$ cat src/rtl/bin2bcd_seq_if.sv
// rtl/bin2bcd_seq_if.sv - start/busy/done handshake bundle for bin2bcd_seq
// Purpose: groups the conversion request and result signals of bin2bcd_seq.
// Signals: start, data[DATA_W] (request side); busy, done, bcd_data[4*DIGITS],
//          overflow, and blank_mask[DIGITS] when LZ_BLANK_EN is defined (result side).
// Modports: master drives requests, slave is the converter.
// Optional feature macro: LZ_BLANK_EN.
interface bin2bcd_seq_if #(
    parameter int DATA_W = 20,
    parameter int DIGITS = 6
);
    logic                  start;
    logic [DATA_W-1:0]     data;
    logic                  busy;
    logic                  done;
    logic [4*DIGITS-1:0]   bcd_data;
    logic                  overflow;
`ifdef LZ_BLANK_EN
    logic [DIGITS-1:0]     blank_mask;

    modport master (output start, data, input busy, done, bcd_data, overflow, blank_mask);
    modport slave  (input start, data, output busy, done, bcd_data, overflow, blank_mask);
`else
    modport master (output start, data, input busy, done, bcd_data, overflow);
    modport slave  (input start, data, output busy, done, bcd_data, overflow);
`endif
endinterface

$ cat src/rtl/bin2bcd_seq.sv
// rtl/bin2bcd_seq.sv - sequential double-dabble binary-to-BCD converter
// Purpose: converts an unsigned DATA_W-bit value into DIGITS BCD digits, one
//          adjust+shift per clock, with overflow saturation to all nines.
// Ports: sys_clk    - system clock
//        sys_rst_n  - asynchronous active-low reset
//        bus        - bin2bcd_seq_if.slave (start, data, busy, done, bcd_data,
//                     overflow, blank_mask with LZ_BLANK_EN)
// Optional feature macro: LZ_BLANK_EN (leading-zero blanking mask output).
module bin2bcd_seq #(
    parameter  int DATA_W = 20,
    parameter  int DIGITS = 6,
    localparam int CNT_W  = $clog2(DATA_W + 1)
) (
    input  logic          sys_clk,
    input  logic          sys_rst_n,
    bin2bcd_seq_if.slave  bus
);
    localparam int BCD_W = 4 * DIGITS;
    localparam int SR_W  = BCD_W + DATA_W;

    typedef enum logic [1:0] {
        IDLE   = 2'd0,
        SHIFT  = 2'd1,
        FINISH = 2'd2
    } state_t;

    state_t             state_q;
    logic [SR_W-1:0]    sr_q;
    logic [CNT_W-1:0]   cnt_q;
    logic               ovf_sticky_q;
    logic               busy_q;
    logic               done_q;
    logic [BCD_W-1:0]   bcd_q;
    logic               overflow_q;

    logic [SR_W-1:0]    sr_adj;
    logic [SR_W-1:0]    sr_d;
    logic               shout;

    // Add-3 on every digit field above 4, then shift the whole register left.
    // The bit leaving the top digit means the value no longer fits in DIGITS.
    always_comb begin
        sr_adj = sr_q;
        for (int i = 0; i < DIGITS; i++) begin
            if (sr_q[DATA_W+4*i +: 4] > 4'd4) begin
                sr_adj[DATA_W+4*i +: 4] = sr_q[DATA_W+4*i +: 4] + 4'd3;
            end
        end
        shout = sr_adj[SR_W-1];
        sr_d  = {sr_adj[SR_W-2:0], 1'b0};
    end

`ifdef LZ_BLANK_EN
    logic [DIGITS-1:0]  blank_q;
    logic [DIGITS-1:0]  blank_d;
    logic               zero_above;

    // Digit i blanks when it and every higher digit are zero; the units
    // digit never blanks so a zero result still shows one "0".
    always_comb begin
        blank_d    = '0;
        zero_above = 1'b1;
        for (int i = DIGITS - 1; i >= 1; i--) begin
            zero_above = zero_above & (sr_q[DATA_W+4*i +: 4] == 4'd0);
            blank_d[i] = zero_above & ~ovf_sticky_q;
        end
    end

    assign bus.blank_mask = blank_q;
`endif

    always_ff @(posedge sys_clk or negedge sys_rst_n) begin
        if (!sys_rst_n) begin
            state_q      <= IDLE;
            sr_q         <= '0;
            cnt_q        <= '0;
            ovf_sticky_q <= 1'b0;
            busy_q       <= 1'b0;
            done_q       <= 1'b0;
            bcd_q        <= '0;
            overflow_q   <= 1'b0;
`ifdef LZ_BLANK_EN
            blank_q      <= '0;
`endif
        end else begin
            case (state_q)
                IDLE: begin
                    done_q <= 1'b0;
                    if (bus.start) begin
                        sr_q         <= {{BCD_W{1'b0}}, bus.data};
                        cnt_q        <= '0;
                        ovf_sticky_q <= 1'b0;
                        busy_q       <= 1'b1;
                        state_q      <= SHIFT;
                    end
                end
                SHIFT: begin
                    sr_q         <= sr_d;
                    ovf_sticky_q <= ovf_sticky_q | shout;
                    cnt_q        <= cnt_q + CNT_W'(1);
                    if (cnt_q == CNT_W'(DATA_W - 1)) begin
                        state_q <= FINISH;
                    end
                end
                FINISH: begin
                    bcd_q      <= ovf_sticky_q ? {DIGITS{4'h9}} : sr_q[SR_W-1:DATA_W];
                    overflow_q <= ovf_sticky_q;
`ifdef LZ_BLANK_EN
                    blank_q    <= blank_d;
`endif
                    done_q     <= 1'b1;
                    busy_q     <= 1'b0;
                    state_q    <= IDLE;
                end
                default: begin
                    state_q <= IDLE;
                    busy_q  <= 1'b0;
                    done_q  <= 1'b0;
                end
            endcase
        end
    end

    assign bus.busy     = busy_q;
    assign bus.done     = done_q;
    assign bus.bcd_data = bcd_q;
    assign bus.overflow = overflow_q;

endmodule
$ cat src/flat_wrapper.sv
// flat-port wrapper written by rule: the top's interface ports become plain ports
module bin2bcd_seq_flat 
#(
    parameter  int DATA_W = 20,
    parameter  int DIGITS = 6,
    localparam int CNT_W  = $clog2(DATA_W + 1)
)
  (sys_clk, sys_rst_n, bus_start, bus_data, bus_busy, bus_done, bus_bcd_data, bus_overflow);
  bin2bcd_seq_if #(.DATA_W(DATA_W), .DIGITS(DIGITS)) bus_i ();
  input  logic sys_clk;
  input  logic sys_rst_n;
  input wire logic [$bits(bus_i.start)-1:0] bus_start;
  input wire logic [$bits(bus_i.data)-1:0] bus_data;
  output wire logic [$bits(bus_i.busy)-1:0] bus_busy;
  output wire logic [$bits(bus_i.done)-1:0] bus_done;
  output wire logic [$bits(bus_i.bcd_data)-1:0] bus_bcd_data;
  output wire logic [$bits(bus_i.overflow)-1:0] bus_overflow;
  assign bus_i.start = bus_start;
  assign bus_i.data = bus_data;
  assign bus_busy = bus_i.busy;
  assign bus_done = bus_i.done;
  assign bus_bcd_data = bus_i.bcd_data;
  assign bus_overflow = bus_i.overflow;
  bin2bcd_seq #(.DATA_W(DATA_W), .DIGITS(DIGITS)) u_core (.sys_clk(sys_clk), .sys_rst_n(sys_rst_n), .bus(bus_i));
endmodule
$ cat config.mk
export PLATFORM = sky130hd
export DESIGN_NAME = bin2bcd_seq_flat
export DESIGN_NICKNAME = d
export VERILOG_FILES = /design/src/rtl/bin2bcd_seq_if.sv /design/src/rtl/bin2bcd_seq.sv /design/src/flat_wrapper.sv
export SDC_FILE = /design/constraint.sdc
export NUM_CORES = 1
export LEC_CHECK = 0
export CORE_AREA = 2 2 82 84
export DETAILED_ROUTE_END_ITERATION = 8
export DIE_AREA = 0 0 84 86
export PLACE_DENSITY = 0.9
export SYNTH_ARGS = -nofsm -noshare
export SYNTH_HDL_FRONTEND = slang
export SYNTH_SLANG_ARGS = --single-unit
$ cat constraint.sdc
create_clock -name sys_clk -period 2.8 [get_ports sys_clk]
set_clock_uncertainty 0.2 [all_clocks]
set_input_delay 0.28 -clock sys_clk [delete_from_list [all_inputs] [get_ports sys_clk]]
set_output_delay 0.28 -clock sys_clk [all_outputs]
set_load 0.005 [all_outputs]
==> run_results.csv, run 1 <==
group,metric,value,unit
run,max-cap-violations,0,
clock_tree,cts_made_buffers,9,
synthesis,syn_area,0.00359,mm^2
layout,diodes,0,
synthesis,synth_area_leaders,"dfrtp_1 (55%), nand2_1 (8.8%), o21ai_0 (4.3%)",
setup_path,crit_slowest_cell,"nand2b_1",
pwr,seqPwrFrac,42.2,%
synthesis,ys_ff_latch,79,
pwr,internal_power,0.00295,W
setup_path,worst-path-max-fanout,19,
clock_tree,root_buffer,"clkbuf_8",
pwr,clkPwrFrac,23.2,%
die,start_util,57.1,%
setup_path,start_kind,"register",
synthesis,yosysTopAreaCell,"dfrtp_1",
setup_path,critical_path_class,"register to register",
sta,max_freq,0.504,GHz
placed_design,port-buffer-count,49,
clock_tree,cts_max_level,3,
setup_path,critical-path-max-stage-delay,0.61,ns
global_routing,grt_pass1_wl,13.1,mm
pwr,peakVddDrop,0.501,mV
die,die_h,86,um
synthesis,yosysWarningCount,0,
clock_tree,cts_tree,"built",
die,ios,50,
sta,hold_violations,0,
sta,rsz0062_at_grt,"false",
die,die_w,84,um
global_routing,grt.total_usage,22.9,%
layout,n_fill_cell,504,
clock_tree,clockBufferDepth,2,
synthesis,syn_nets,397,
routing,routed_wl,7.61,mm
pwr,p_comb_share,34.5,%
pwr,p_sw_share,35.1,%
layout,nNetsFinal,439,
clock_tree,clock_latency,0.35,ns
pwr,p_per_area,1040,mW/mm^2
routing,viasPerCell,5.87,
placed_design,place.gp.congestion,0.797,
routing,drt_iter0_drc,270,
placed_design,dp_hpwl,4.94,mm
routing,via_count,2883,
setup_path,cp_cell_sequence,"nand2b_1 -> buf_4 -> o21ai_0 -> a21o_1",
global_routing,grt_max_degree,80,
clock_tree,cts.sinks,79,
routing,drt_pass1_iterations,5,
setup_path,required,2.84,ns
global_routing,grt_pass1_vias,2731,
sta,slew_headroom,34.1,%
routing,routedWlPerCell,15.5,um
pwr,total_power,0.00454,W
sta,maxSlewViolCount,0,
clock_tree,cts_resized,0,
die,rows,29,
setup_path,cp-end-kind,"register",
worst_hold_path,hold_class,"register to register",
sta,post-route-period-util,70.8,%
sta,tightest_slew,0.989,ns
layout,drive_gt1_share,6.76,%
sta,period_minus_slack,1.98,ns
clock_tree,cts_hold_buf,1,
routing,detail-route-antenna-nets,0,
sta,setup_viol,0,
synthesis,syn_area_per_cell,9.77,um^2
global_routing,grt.overflow.total,0,
sta,final.setup.tns,0,ns
die,coreArea,0.00628,mm^2
setup_path,arrival,2.02,ns
clock_tree,cts_setup_buffers,0,
pwr,p_switching,0.00159,W
clock_tree,clk_pin_slew,0.08,ns
synthesis,synth_top_area_share,55.1,%
pwr,p_leak,2.04,nW
layout,multiInputGateArea,0.00143,mm^2
synthesis,syn_inst,367,
synthesis,ys_seq_area_share,55.1,%
routing,drc,0,
global_routing,antenna_found_initial,0,
layout,area_delta_synth_final,21.8,%
synthesis,synth_cell_types,31,
status,outcome,"finished, final reports clean",
layout,seq_area,0.00198,mm^2
die,die_area,0.00722,mm^2
-- metrics by stage --
| stage | utilization (%) | setup slack (ns) | cell area [um^2] | hold WS (ns) | std cells |
|---|---|---|---|---|---|
| 2_1_floorplan | - | 1.22 | 3590 | -0.216 | 367 |
| 3_3_place_gp | 65.4 | 0.863 | 4100 | 0.258 | 474 |
| 3_5_place_dp | 65.4 | 0.805 | 4100 | 0.266 | 474 |
| 4_1_cts | 69.6 | 0.822 | 4370 | 0.277 | 491 |
| 5_1_grt | 69.6 | 0.698 | 4370 | 0.290 | 491 |
| 6_report | 69.6 | 0.817 | 4370 | 0.273 | 491 |
-- power by group through the flow --
stage | logic, W | registers (W) | clock network, W
6_report | 0.00157 | 0.00192 | 0.00105
3_5_place_dp | 0.00156 | 0.00192 | 0
5_1_grt | 0.00178 | 0.00197 | 0.00112
2_1_floorplan | 0.00118 | 0.00178 | 0
4_1_cts | 0.00158 | 0.00191 | 0.00108
3_3_place_gp | 0.00147 | 0.00189 | 0
-- kinds of logic (layout without fill, tap and decap cells) --
| kind of cell | Yosys count | count (layout) | synth area share [%] |
|---|---|---|---|
| AND/OR/NAND/NOR | 135 | 135 | 16.4 |
| buffers and inverters | 42 | 89 | 5.09 |
| flip-flops | 79 | 79 | 55.1 |
| adder cells (fa/ha/maj) | 7 | 7 | 2.44 |
| AO/OA/AOI/OAI | 96 | 96 | 18.7 |
| multiplexers | 8 | 8 | 2.23 |
-- final timing paths --
kind	slack [ns]	endpoint	from	cells after the start
min	0.27	u_core.cnt_q[4]$_DFFE_PN0P_	u_core.cnt_q[4]$_DFFE_PN0P_	1
min in group asynchronous	0.41	u_core.bus.bcd_data[10]$_DFFE_PN0P_	sys_rst_n	2
max	0.82	u_core.cnt_q[2]$_DFFE_PN0P_	u_core.state_q[1]$_DFFE_PN0P_	4
max in group asynchronous	1.32	u_core.bus.bcd_data[14]$_DFFE_PN0P_	sys_rst_n	2
min reg2reg	0.27	u_core.cnt_q[4]$_DFFE_PN0P_	u_core.cnt_q[4]$_DFFE_PN0P_	1
max reg2reg	0.82	u_core.cnt_q[2]$_DFFE_PN0P_	u_core.state_q[1]$_DFFE_PN0P_	4
-- layout by cell type, fill, tap and decap left out --
cell	n
nor2_1	19
o31ai_1	13
a22oi_1	19
or4_1	3
o22ai_1	6
clkinv_2	1
bufinv_16	3
or3b_2	1
nand3_1	5
nor3_1	6
dlygate4sd3_1	1
o21bai_2	1
clkbuf_8	11
inv_1	17
nor3b_2	1
o21ai_0	31
clkdlybuf4s50_1	48
nor2b_1	6
clkinv_4	1
or4bb_1	1
nor2b_2	1
or3_1	3
o211ai_1	3
a21o_1	1
buf_4	7
nand4_1	2
nor3b_1	1
mux2i_1	8
dfrtp_1	79
o21ba_2	1
o21a_1	6
a32o_1	9
nand2_1	84
o32ai_1	6
ha_1	7
nand2b_1	2
-- flip-flops by register name, summed over array words and instances, names as in the netlist --
register,count
u_core.bus.bcd_data,24
u_core.cnt_q,5
u_core.bus.done,1
u_core.state_q,2
u_core.ovf_sticky_q,1
u_core.bus.busy,1
u_core.bus.overflow,1
u_core.sr_q,44
-- worst max-delay path, delay by kind of cell, from the launching register on --
kind,cells,cell delay [ns]
buffers and inverters,1,0.28
AND/OR/NAND/NOR,1,0.61
flip-flops,1,0.49
AO/OA/AOI/OAI,2,0.28
-- synthesized netlist by cell type, drive strengths merged --
master / number
o21ba: 1
o22ai: 6
o31ai: 13
nand2: 84
inv: 17
dfrtp: 79
or3: 3
or4bb: 1
nor3b: 2
nand2b: 2
clkbuf: 8
nand3: 5
ha: 7
o21ai: 31
a22oi: 19
or4: 3
or3b: 1
nor2: 19
o32ai: 6
a32o: 9
nor2b: 7
o21a: 6
o211ai: 3
a21o: 1
buf: 17
nand4: 2
mux2i: 8
o21bai: 1
nor3: 6
-- final cells by class --
| type | count | area share, % |
|---|---|---|
| Clock inverter | 5 | 2.38 |
| Timing Repair Buffer | 56 | 12.4 |
| Inverter | 17 | 1.46 |
| Multi-Input combinational cell | 246 | 32.8 |
| Clock buffer | 11 | 3.47 |
| Sequential cell | 79 | 45.2 |
| Tap cell | 77 | 2.21 |
-- layer usage --
| metal | wire length [um] | GRT usage [%] |
|---|---|---|
| met5 | 0 | 0 |
| met4 | 115 | 8.80 |
| met3 | 451 | 4.43 |
| met2 | 3640 | 37.6 |
| met1 | 3410 | 30.4 |
(Power assumes the default switching activity.)
==> inputs of run 2 (changes only) <==
- CORE_AREA: 2 2 82 84 -> 2 2 85 87
- DIE_AREA: 0 0 84 86 -> 0 0 87 89
- PLACE_DENSITY: 0.9 -> 0.85
- clock period: 2.8 -> 2.08 ns (I/O delays scaled with it)
==> run_results.csv, run 2 (synthesis gave the netlist of run 1 again) <==
group,metric,value,unit
setup_path,r2r_slack,0.20,ns
die,rows,30,
sta,setup_ws,0.200,ns
placed_design,dp_slack,-0.0504,ns
die,coreArea,0.00672,mm^2
clock_tree,cts.sinks,79,
layout,n_fill_cell,540,
sta,post-route-period-util,90.4,%
clock_tree,cts_made_buffers,9,
global_routing,grt_pass1_wl,12.7,mm
setup_path,reg2regPathDepth,3,
layout,top_register,"u_core.sr_q",
die,ios,50,
layout,mostFrequentLayoutCells,"nand2_1 (84), dfrtp_1 (79), clkdlybuf4s50_1 (48), o21ai_0 (31)",
pwr,p_comb_share,37.9,%
global_routing,grt_pass1_vias,2764,
setup_path,crit_top_cell,"nand2_1",
setup_path,critical-path-max-stage-delay,0.89,ns
sta,rsz0062_at_grt,"false",
setup_path,start_kind,"register",
die,die_h,89,um
setup_path,r2r_start,"u_core.state_q[0]$_DFFE_PN0P_",
layout,drive_gt1_share,8.08,%
setup_path,crit_buf_inv,0,
layout,diodes,0,
routing,via_count,2896,
setup_path,critPathTopFamily,"compound AO/OA/AOI/OAI gates",
setup_path,rr_endpoint,"u_core.sr_q[19]$_DFFE_PN0P_",
sta,period_minus_slack,1.88,ns
layout,largest_reg_flops,44,
setup_path,required,2.17,ns
worst_hold_path,hold_class,"input pin to register",
routing,routed_wl,7.60,mm
pwr,peakVddDrop,0.587,mV
sta,tightest_slew,1.08,ns
placed_design,port-buffer-count,49,
pwr,seqPwrFrac,42.8,%
sta,slew_headroom,28.1,%
clock_tree,cts_setup_buffers,0,
worst_hold_path,min-delay-start,"bus_data[0]",
routing,routedWlPerCell,15.2,um
clock_tree,clockBufferDepth,2,
pwr,internal_power,0.00374,W
status,outcome,"finished, final reports clean",
pwr,p_leak,2.05,nW
routing,detail-route-antenna-nets,0,
layout,mostFrequentLayoutCell,"nand2_1",
global_routing,antenna_found_initial,0,
sta,hold_violations,0,
layout,nNetsFinal,446,
clock_tree,clock_latency,0.35,ns
placed_design,place.gp.congestion,0.892,
sta,maxSlewViolCount,0,
clock_tree,clk_pin_slew,0.07,ns
die,die_w,87,um
global_routing,grt.overflow.total,0,
pwr,p_switching,0.00215,W
clock_tree,root_buffer,"clkbuf_8",
layout,area_delta_synth_final,22.5,%
global_routing,grt_max_degree,80,
sta,final.setup.tns,0,ns
pwr,p_sw_share,36.5,%
setup_path,arrival,1.97,ns
setup_path,cp_cell_sequence,"o21bai_2 -> nand2_1 -> nand2_1",
pwr,p_per_area,1340,mW/mm^2
global_routing,grt.total_usage,21.1,%
setup_path,crit_slowest_cell,"o21bai_2",
sta,max_freq,0.532,GHz
setup_path,worstSetupEndpoint,"u_core.sr_q[19]$_DFFE_PN0P_",
run,max-cap-violations,0,
routing,drt_pass1_iterations,5,
setup_path,worst-path-max-fanout,26,
clock_tree,cts_tree,"built",
setup_path,path_depth,3,
setup_path,cp-end-kind,"register",
sta,setup_viol,0,
placed_design,dp_hpwl,5.13,mm
routing,viasPerCell,5.78,
die,die_area,0.00774,mm^2
setup_path,critical_path_class,"register to register",
pwr,clkPwrFrac,19.3,%
die,start_util,53.4,%
clock_tree,cts_max_level,3,
setup_path,startpoint,"u_core.state_q[0]$_DFFE_PN0P_",
routing,drc,0,
routing,drt_iter0_drc,173,
[run 2: cell count changes in the layout (fill, tap and decap cells not counted), sizes merged]
cell and change:
bufinv -2, clkinvlp +3, buf +7, clkinv -1
[run 2: worst min-delay path by stage]
| stage | to | slack [ns] | cells after the start |
|---|---|---|---|
| 2_1_floorplan | u_core.bus.bcd_data[0]$_DFFE_PN0P_ | -0.29 | 0 |
| 3_3_place_gp | u_core.bus.bcd_data[9]$_DFFE_PN0P_ | 0.06 | 2 |
| 3_5_place_dp | u_core.bus.bcd_data[10]$_DFFE_PN0P_ | 0.06 | 2 |
| 4_1_cts | u_core.sr_q[0]$_DFFE_PN0P_ | 0.20 | 3 |
| 5_1_grt | u_core.sr_q[0]$_DFFE_PN0P_ | 0.24 | 3 |
| 6_report | u_core.sr_q[0]$_DFFE_PN0P_ | 0.20 | 3 |
[run 2: per-stage QoR]
stage	total power, W	std cells	utilization, %	area (um^2)	hold WS [ns]
final	0.00588	501	65.4	4390	0.202
after global routing	0.00631	501	65.4	4390	0.235
after CTS	0.00590	501	65.4	4390	0.204
after detailed placement	0.00475	484	62.3	4190	0.0625
after global placement	0.00461	484	62.3	4190	0.0618
after floorplan	0.00399	367	-	3590	-0.288
[run 2: metal layers]
metal,vias up,GRT usage [%],wire [um]
met4,0,9.09,133
met5,-,0,0
met1,1401,29.0,3470
met2,95,33.8,3600
li1,1387,-,-
met3,13,3.05,401
[run 2: timing repair]
item	in CTS	in global routing
hold buffers	1	0
endpoints found under the hold margin	79	0
resized for setup	0	0
[run 2: area by class of cell]
class                           instances  area (um^2)  share of cell area, %
Sequential cell                        79         1980                   45.0
Multi-Input combinational cell        246         1430                   32.6
Timing Repair Buffer                   63          621                   14.1
Clock buffer                           11          141                   3.22
Tap cell                               80          100                   2.28
Inverter                               17         63.8                   1.45
Clock inverter                          5         57.6                   1.31
[run 2: power by group through the flow]
stage / Clock (W) / Sequential, W / Combinational (W)
floorplan: 0 / 0.00240 / 0.00159
global placement: 0 / 0.00251 / 0.00211
detailed placement: 0 / 0.00253 / 0.00221
CTS: 0.00115 / 0.00251 / 0.00224
global route: 0.00122 / 0.00259 / 0.00250
finish: 0.00114 / 0.00252 / 0.00223
[run 2: tightest hold or removal path: cells and delay by family]
family / cells / cell delay (ns)
buffers and inverters: 1 / 0.40
and+or+nand+nor: 2 / 0.10
==> inputs of run 3 (changes only) <==
- CORE_AREA: 2 2 85 87 -> 2 2 105 107
- DIE_AREA: 0 0 87 89 -> 0 0 107 109
- HOLD_SLACK_MARGIN: not set -> 0.1
- PLACE_DENSITY: 0.85 -> 0.62
==> run_results.csv, run 3 (synthesis gave the netlist of run 1 again) <==
group,metric,value,unit
setup_path,cp_cell_sequence,"dlygate4sd3_1 -> buf_4 -> dlygate4sd3_1",
pwr,p_comb_share,37.8,%
sta,post-route-period-util,84.5,%
layout,diodes,0,
sta,tightest_slew,0.771,ns
clock_tree,cts_made_buffers,9,
routing,routed_wl,7.66,mm
global_routing,grt.total_usage,14.1,%
setup_path,arrival,1.94,ns
layout,drive_gt1_share,7.84,%
global_routing,antenna_found_initial,0,
sta,hold_violations,0,
setup_path,rr_endpoint,"u_core.sr_q[27]$_DFFE_PN0P_",
setup_path,reg2regPathDepth,4,
clock_tree,cts_max_level,3,
clock_tree,clockBufferDepth,2,
sta,maxSlewViolCount,0,
routing,detail-route-antenna-nets,0,
sta,max_freq,0.569,GHz
sta,rsz0062_at_grt,"false",
global_routing,grt_pass1_wl,13.0,mm
pwr,seqPwrFrac,43.2,%
layout,nNetsFinal,447,
global_routing,grt_pass1_vias,2670,
layout,mostFrequentLayoutCell,"nand2_1",
pwr,clkPwrFrac,19.0,%
sta,timing.hold.ws,0.189,ns
placed_design,dp_hpwl,5.19,mm
pwr,p_per_area,1300,mW/mm^2
die,die_w,107,um
placed_design,place.gp.congestion,0.768,
setup_path,r2r_slack,0.34,ns
setup_path,crit_slowest_cell,"dlygate4sd3_1",
layout,fin_cells,561,
layout,n_fill_cell,1059,
setup_path,required,2.27,ns
pwr,internal_power,0.00369,W
routing,drc,0,
sta,final.setup.tns,0,ns
clock_tree,cts_setup_buffers,0,
clock_tree,root_buffer,"clkbuf_8",
routing,drt_iter0_drc,81,
pwr,p_sw_share,36.4,%
routing,drt_pass1_iterations,4,
setup_path,critical_path_class,"input pin to asynchronous set/reset pin",
setup_path,startpoint,"sys_rst_n",
clock_tree,cts_tree,"built",
status,outcome,"finished, final reports clean",
clock_tree,clock_latency,0.34,ns
clock_tree,clk_pin_slew,0.08,ns
pwr,p_switching,0.00211,W
routing,routedWlPerCell,13.6,um
setup_path,r2r_start,"u_core.state_q[1]$_DFFE_PN0P_",
setup_path,path_depth,3,
setup_path,cp-end-kind,"asynchronous set/reset pin",
setup_path,start_kind,"input pin",
setup_path,crit_buf_inv,3,
sta,period_minus_slack,1.76,ns
placed_design,port-buffer-count,49,
global_routing,grt_max_degree,52,
worst_hold_path,hold_class,"input pin to asynchronous set/reset pin",
routing,viasPerCell,5.02,
layout,area_delta_synth_final,24.6,%
layout,mostFrequentLayoutCells,"nand2_1 (84), dfrtp_1 (79), clkdlybuf4s50_1 (48), o21ai_0 (31)",
setup_path,worstSetupEndpoint,"u_core.sr_q[38]$_DFFE_PN0P_",
die,rows,38,
layout,largest_reg_flops,44,
sta,setup_viol,0,
die,start_util,33.8,%
die,coreArea,0.0106,mm^2
die,die_h,109,um
die,die_area,0.0117,mm^2
routing,via_count,2816,
setup_path,critPathTopFamily,"buffers and inverters",
setup_path,critical-path-max-stage-delay,1.06,ns
placed_design,dp_cells,544,
run,max-cap-violations,0,
clock_tree,cts_resized,0,
setup_path,worst-path-max-fanout,17,
die,ios,50,
global_routing,grt.overflow.total,0,
clock_tree,cts.sinks,79,
pwr,peakVddDrop,0.509,mV
setup_path,crit_top_cell,"dlygate4sd3_1",
sta,slew_headroom,48.4,%
layout,top_register,"u_core.sr_q",
pwr,p_leak,2.05,nW
run 3: stage by stage:
| stage | util, % | setup WS (ns) | total power [W] | instance area [um^2] |
|---|---|---|---|---|
| floorplan | - | 0.498 | 0.00399 | 3590 |
| global placement | 40.2 | 0.291 | 0.00465 | 4260 |
| detailed placement | 40.2 | 0.263 | 0.00474 | 4260 |
| CTS | 42.1 | 0.259 | 0.00588 | 4470 |
| global route | 42.1 | 0.110 | 0.00631 | 4470 |
| finish | 42.1 | 0.323 | 0.00581 | 4470 |
run 3: worst min path at each step:
stage	start	end	slack, ns	depth (start not counted)
finish	sys_rst_n	u_core.state_q[1]$_DFFE_PN0P_	0.19	3
floorplan	sys_rst_n	u_core.bus.bcd_data[0]$_DFFE_PN0P_	-0.29	0
global placement	sys_rst_n	u_core.bus.bcd_data[18]$_DFFE_PN0P_	-0.1	1
detailed placement	sys_rst_n	u_core.bus.bcd_data[14]$_DFFE_PN0P_	-0.1	1
CTS	bus_data[0]	u_core.sr_q[0]$_DFFE_PN0P_	0.17	3
global route	sys_rst_n	u_core.sr_q[41]$_DFFE_PN0P_	0.21	3
run 3: routing by layer:
layer | share of wire [%] | vias to the layer above | wire length, um | GRT usage [%]
met5 | 0 | - | 0 | 0
met4 | 0.81 | 0 | 62 | 4.92
li1 | - | 1389 | - | -
met2 | 44 | 60 | 3330 | 20.5
met1 | 52 | 1362 | 3980 | 20.8
met3 | 3.7 | 5 | 282 | 2.87
run 3: what timing repair did:
action                                  CTS  global route
hold buffers                              2             0
endpoints found under the setup margin    0             0
hold endpoints to repair                 79             0
run 3: worst min-delay path: cells and delay by family:
family	cells	cell delay (ns)
buf+inv	3	0.89
run 3: power groups by stage:
stage / Combinational (W) / Sequential, W / Clock [W]
2_1_floorplan: 0.00159 / 0.00240 / 0
3_3_place_gp: 0.00214 / 0.00251 / 0
3_5_place_dp: 0.00220 / 0.00254 / 0
4_1_cts: 0.00222 / 0.00251 / 0.00115
5_1_grt: 0.00251 / 0.00259 / 0.00121
6_report: 0.00219 / 0.00251 / 0.00110
run 3: area by class of cell:
| class | instances | area (um^2) | share of cell area (%) |
|---|---|---|---|
| sequential | 79 | 1980 | 44.3 |
| clock inverter | 5 | 58.8 | 1.32 |
| tap | 140 | 175 | 3.92 |
| inverter | 17 | 63.8 | 1.43 |
| multi-input combinational | 246 | 1430 | 32.1 |
| clock buffer | 10 | 128 | 2.86 |
| timing repair buffer | 64 | 631 | 14.1 |
